**config.mk**
```make
export PLATFORM = sky130hd
export DESIGN_NAME = stack_engine
export DESIGN_NICKNAME = d
export VERILOG_FILES = /design/src/rtl/stack_pkg.sv /design/src/rtl/stack_ram_array.sv /design/src/rtl/stack_engine.sv
export SDC_FILE = /design/constraint.sdc
export NUM_CORES = 1
export LEC_CHECK = 0
export CAP_MARGIN = 20
export CORE_UTILIZATION = 35
export CTS_CLUSTER_SIZE = 8
export DETAILED_ROUTE_END_ITERATION = 8
export GPL_ROUTABILITY_DRIVEN = 1
export PLACE_DENSITY_LB_ADDON = 0.25
export SYNTH_ARGS = -nofsm -noshare
export SYNTH_HDL_FRONTEND = slang
export SYNTH_SLANG_ARGS = --single-unit
```
**constraint.sdc**
```tcl
create_clock -name i_clk -period 6.6 [get_ports i_clk]
set_input_delay 1.32 -clock i_clk [delete_from_list [all_inputs] [get_ports i_clk]]
set_output_delay 1.32 -clock i_clk [all_outputs]
set_load 0.02 [all_outputs]
```
**src/rtl/stack_pkg.sv**
```systemverilog
// Shared encodings for the operand stack: command opcodes and control FSM states.
package stack_pkg;

  typedef enum logic [1:0] {
    OP_NOP     = 2'b00,
    OP_PUSH    = 2'b01,
    OP_POP     = 2'b10,
    OP_REPLACE = 2'b11
  } op_e;

  typedef enum logic {
    ST_IDLE   = 1'b0,
    ST_REFILL = 1'b1
  } state_e;

endpackage

```
**src/rtl/stack_ram_array.sv**
```systemverilog
// Spill storage for stack entries below NEXT: synchronous write, registered read.
module stack_ram_array #(
  parameter int unsigned DATA_W = 8,
  parameter int unsigned DEPTH  = 126,
  parameter int unsigned ADDR_W = (DEPTH > 1) ? $clog2(DEPTH) : 1
) (
  input  logic              i_clk,
  input  logic              i_we,
  input  logic [ADDR_W-1:0] i_waddr,
  input  logic [DATA_W-1:0] i_wdata,
  input  logic [ADDR_W-1:0] i_raddr,
  output logic [DATA_W-1:0] o_rdata
);

  logic [DATA_W-1:0] r_mem [DEPTH];

  // Contents are deliberately not reset; the engine never reads an unwritten slot.
  always_ff @(posedge i_clk) begin
    if (i_we) begin
      r_mem[i_waddr] <= i_wdata;
    end
    o_rdata <= r_mem[i_raddr];
  end

endmodule

```
**src/rtl/stack_engine.sv**
```systemverilog
// Operand stack with TOP/NEXT held in registers and deeper entries spilled to RAM;
// a POP of three or more entries takes one extra cycle to refill NEXT from RAM.
module stack_engine
  import stack_pkg::*;
#(
  parameter int unsigned DATA_W = 8,
  parameter int unsigned DEPTH  = 128,
  parameter int unsigned ADDR_W = $clog2(DEPTH)
) (
  input  logic              i_clk,
  input  logic              i_rst_n,
  input  logic              i_cs,
  input  logic [1:0]        i_op,
  input  logic [DATA_W-1:0] i_data_in,
  input  logic              i_clr_err,
  output logic              o_ready,
  output logic [DATA_W-1:0] o_top,
  output logic [DATA_W-1:0] o_next,
  output logic [ADDR_W:0]   o_count,
  output logic              o_empty,
  output logic              o_full,
  output logic              o_ovf,
  output logic              o_unf
);

  localparam int unsigned CNT_W     = ADDR_W + 1;
  localparam int unsigned RAM_DEPTH = DEPTH - 2;
  localparam int unsigned RAM_AW    = (RAM_DEPTH > 1) ? $clog2(RAM_DEPTH) : 1;

  localparam logic [CNT_W-1:0] C_ZERO  = CNT_W'(0);
  localparam logic [CNT_W-1:0] C_ONE   = CNT_W'(1);
  localparam logic [CNT_W-1:0] C_TWO   = CNT_W'(2);
  localparam logic [CNT_W-1:0] C_THREE = CNT_W'(3);
  localparam logic [CNT_W-1:0] C_FULL  = CNT_W'(DEPTH);

  state_e            r_state, w_state;
  logic [DATA_W-1:0] r_top, w_top;
  logic [DATA_W-1:0] r_next, w_next;
  logic [CNT_W-1:0]  r_count, w_count;
  logic              r_ready, r_empty, r_full;
  logic              r_ovf, w_ovf;
  logic              r_unf, w_unf;

  logic              w_take;
  op_e               w_op;
  logic              w_we;
  logic [RAM_AW-1:0] w_waddr;
  logic [RAM_AW-1:0] w_raddr;
  logic [DATA_W-1:0] w_rdata;

  stack_ram_array #(
    .DATA_W (DATA_W),
    .DEPTH  (RAM_DEPTH),
    .ADDR_W (RAM_AW)
  ) u_ram (
    .i_clk   (i_clk),
    .i_we    (w_we),
    .i_waddr (w_waddr),
    .i_wdata (r_next),
    .i_raddr (w_raddr),
    .o_rdata (w_rdata)
  );

  assign w_op    = op_e'(i_op);
  assign w_take  = i_cs && (r_state == ST_IDLE) && (w_op != OP_NOP);
  assign w_waddr = RAM_AW'(r_count - C_TWO);
  // The read is launched on every edge; only the one coinciding with a deep POP is consumed.
  assign w_raddr = (r_count >= C_THREE) ? RAM_AW'(r_count - C_THREE) : RAM_AW'(0);

  // Next-state, datapath and flag update.
  always_comb begin
    w_state = r_state;
    w_top   = r_top;
    w_next  = r_next;
    w_count = r_count;
    w_we    = 1'b0;
    w_ovf   = r_ovf & ~i_clr_err;
    w_unf   = r_unf & ~i_clr_err;

    unique case (r_state)
      ST_IDLE: begin
        if (w_take) begin
          unique case (w_op)
            OP_PUSH: begin
              if (r_count == C_FULL) begin
                w_ovf = 1'b1;
              end else begin
                w_we    = (r_count >= C_TWO);
                w_next  = r_top;
                w_top   = i_data_in;
                w_count = r_count + C_ONE;
              end
            end
            OP_POP: begin
              if (r_count == C_ZERO) begin
                w_unf = 1'b1;
              end else if (r_count == C_ONE) begin
                w_top   = '0;
                w_next  = '0;
                w_count = C_ZERO;
              end else if (r_count == C_TWO) begin
                w_top   = r_next;
                w_next  = '0;
                w_count = C_ONE;
              end else begin
                w_top   = r_next;
                w_count = r_count - C_ONE;
                w_state = ST_REFILL;
              end
            end
            OP_REPLACE: begin
              if (r_count == C_ZERO) begin
                w_unf = 1'b1;
              end else begin
                w_top = i_data_in;
              end
            end
            default: ;
          endcase
        end
      end
      ST_REFILL: begin
        w_next  = w_rdata;
        w_state = ST_IDLE;
      end
      default: w_state = ST_IDLE;
    endcase
  end

  // State register; status outputs are registered from the next-state values.
  always_ff @(posedge i_clk or negedge i_rst_n) begin
    if (!i_rst_n) begin
      r_state <= ST_IDLE;
      r_top   <= '0;
      r_next  <= '0;
      r_count <= C_ZERO;
      r_ready <= 1'b1;
      r_empty <= 1'b1;
      r_full  <= 1'b0;
      r_ovf   <= 1'b0;
      r_unf   <= 1'b0;
    end else begin
      r_state <= w_state;
      r_top   <= w_top;
      r_next  <= w_next;
      r_count <= w_count;
      r_ready <= (w_state == ST_IDLE);
      r_empty <= (w_count == C_ZERO);
      r_full  <= (w_count == C_FULL);
      r_ovf   <= w_ovf;
      r_unf   <= w_unf;
    end
  end

  assign o_ready = r_ready;
  assign o_top   = r_top;
  assign o_next  = r_next;
  assign o_count = r_count;
  assign o_empty = r_empty;
  assign o_full  = r_full;
  assign o_ovf   = r_ovf;
  assign o_unf   = r_unf;

endmodule

```
==> impl_metrics.env <==
export IMPL_grt_ovfl_total=0
export IMPL_fin_cells=4644
export IMPL_cp_num_cells=11
export IMPL_cpPeakStageDelay_ps=730
export IMPL_syn_to_final_growth_pct=15.42
export IMPL_vias_per_cell=5.917
export IMPL_die_w_um=350.5
export IMPL_wl_met2_um=62630
export IMPL_end_kind="flip-flop"
export IMPL_ys_ff_latch=1046
export IMPL_drt_drc_violations_left=0
export IMPL_drt_initial_drc_count=3714
export IMPL_fill_cells=10963
export IMPL_wirelength_um=139500
export IMPL_ys_warn_count=0
export IMPL_diodes=0
export IMPL_critPathMaxFanout=150
export IMPL_crit_family="compound AO/OA/AOI/OAI gates"
export IMPL_crit_required_ps=7310
export IMPL_cts_sinks=1046
export IMPL_seq_area_frac_synth_pct=73.35
export IMPL_worstPathCellList="ha_1, buf_4, or3_1, o21ai_4, buf_12, mux2i_1, a32oi_1, o2111ai_1, and3_1, a211oi_1, o311a_1"
export IMPL_setup_worst_path_start="o_count[0]"
export IMPL_cap_violations=0
export IMPL_crit_slowest_cell="a211oi_1"
export IMPL_routed_wl_met3_um=13260
export IMPL_min_path_cells=2
export IMPL_clk_pin_slew_worst_paths_ps=50
export IMPL_r2r_start="o_count[0]"
export IMPL_status="finished clean"
export IMPL_cts_tree="done"
export IMPL_crit_end="u_ram.o_rdata[2]"
export IMPL_ioPinCount=43
export IMPL_place_gp_congestion=0.8870
export IMPL_placed_cells=4449
export IMPL_fp_dieH_um=350.5
export IMPL_postCtsResizedCells=0
export IMPL_detail_route_wl_per_cell_um=30.05
export IMPL_finalSetupViolCount=0
export IMPL_clock_path_buffers=3
export IMPL_fmax_mhz=188.8
export IMPL_topRoutingLayerUsed="met4"
export IMPL_rsz0062_at_grt="false"
export IMPL_cts_setup_buffers=0
export IMPL_htree_levels=4
export IMPL_hold_viol_final=0
export IMPL_drv_slew=0
export IMPL_antenna_left=0
export IMPL_avgSynthCellArea_um2=14.62
export IMPL_met1Wirelength_um=58820
export IMPL_r2r_end="u_ram.o_rdata[2]"
export IMPL_ys_types=84
export IMPL_final_common_cell="edfxtp_1"
export IMPL_cts_made_buffers=149
export IMPL_die_area_um2=122900
export IMPL_start_util_pct=35.39
export IMPL_vias=27479
export IMPL_drive_above_1_share_pct=11.15
export IMPL_finalCriticalPeriod_ps=5295
export IMPL_grt_usage_pct=22.54
export IMPL_ff2ff_setup_slack_ps=1300
export IMPL_synth_area_um2=42510
export IMPL_worst_pin_slew_ps=1093
export IMPL_fin_util_pct=40.84
export IMPL_synth_cells=2908
export IMPL_grt_max_degree=151
export IMPL_hp_class="flip-flop to flip-flop"
export IMPL_synth_edf_count=1008
export IMPL_synth_main_ff_cell="edfxtp_1"
export IMPL_r2r_cells=11
export IMPL_finalNetCount=3012
export IMPL_ctsRootBufferMaster="clkbuf_16"
export IMPL_grt_pass1_vias=27116
export IMPL_min_period_over_period_pct=80.23
export IMPL_path_buf_inv=2
export IMPL_holdBufCountCts=0
export IMPL_numPortBuffers=42
export IMPL_fin_skew_ps=23.17
export IMPL_grt_antenna_before_repair=1
export IMPL_drt_pre_antenna_iters=8
export IMPL_row_count=127
export IMPL_seq_area_um2=31220
export IMPL_grt_pass1_wl_um=199400
export IMPL_finalSetupTns_ps=0
export IMPL_synthesis_nets=2931
export IMPL_max_slew_margin_pct=27.11
export IMPL_startpoint_type="flip-flop"
export IMPL_multi_input_area_um2=10450
export IMPL_final_cell_mix="1008 x edfxtp_1, 344 x nand2_1, 196 x nor2_1"
export IMPL_dp_hpwl_um=84530
export IMPL_clock_latency_ps=760
export IMPL_critical_path_class="flip-flop to flip-flop"
export IMPL_synthArstFlopShare_pct=2.868
export IMPL_core_um2=120100
export IMPL_crit_arrival_ps=6000
export IMPL_whs_ps=509.1
[worst min path at each step]
stage	slack, ps	endpoint	startpoint
after floorplan	410	o_next[0]	u_ram.o_rdata[0]
after CTS	510	o_next[5]	u_ram.o_rdata[5]
final	510	o_top[4]	o_top[4]
after detailed placement	500	o_top[4]	o_top[4]
after global placement	480	o_top[4]	o_top[4]
after global routing	540	o_next[5]	u_ram.o_rdata[5]
[worst reg2reg max path, stage by stage (launching register included)]
cell and delay, ps:
dfrtp_4 690, ha_1 490, buf_4 280, or3_1 630, o21ai_4 320, buf_12 550
mux2i_1 430, a32oi_1 440, o2111ai_1 190, and3_1 240, a211oi_1 730, o311a_1 260
[through the flow]
| step | worst slack, ps | cell area (µm²) |
|---|---|---|
| floorplan | 2609 | 42510 |
| global placement | 1460 | 44930 |
| detailed placement | 1417 | 44950 |
| CTS | 1405 | 49060 |
| global route | 1237 | 49070 |
| finish | 1305 | 49070 |
[registers in the layout (all words and copies together), names as in the netlist, 8 cells and up]
register,flops
u_ram.r_mem,1008
o_count,8
o_next,8
o_top,8
u_ram.o_rdata,8
[cell type report]
cell class                      count  share of cell area, %
Sequential cell                  1046                  63.62
Multi-Input combinational cell   1638                  21.29
Clock buffer                      180                  7.943
Tap cell                         1612                  4.111
Timing Repair Buffer              133                  2.428
Clock inverter                     14                 0.4411
Inverter                           21                 0.1657
[synthesized netlist by cell type (29+ instances only)]
master	number	area share, %
a221oi_1	42	0.87
a31oi_1	53	0.78
nand2_1	345	3.0
edfxtp_1	1008	71
o21ai_0	97	1.1
nor3_1	33	0.39
a21oi_1	107	1.3
clkbuf_1	95	0.84
o221ai_1	29	0.60
mux2i_1	149	3.5
nor2_1	198	1.7
o22ai_1	42	0.62
buf_2	67	0.79
o211ai_1	33	0.58
nand3_1	100	1.2
[logic make-up (layout without fill, tap and decap cells)]
family	after synthesis	count (layout)	synth area share (%)
mux	189	189	5.098
compound gates	624	624	10.36
simple gates	813	813	8.470
xor+xnor	3	3	0.06182
buf+inv	224	348	2.396
flops	1046	1046	73.35
fa+ha+maj	9	9	0.2649
[layer usage]
metal	vias up	GRT usage, %
met2	1565	34.44
li1	11546	-
met5	-	0
met1	14098	31.26
met4	0	8.252
met3	270	5.201
Power is left out: the tool's default activity adds up to more than one toggle a clock period on the data nets, which glitch-free logic cannot reach.
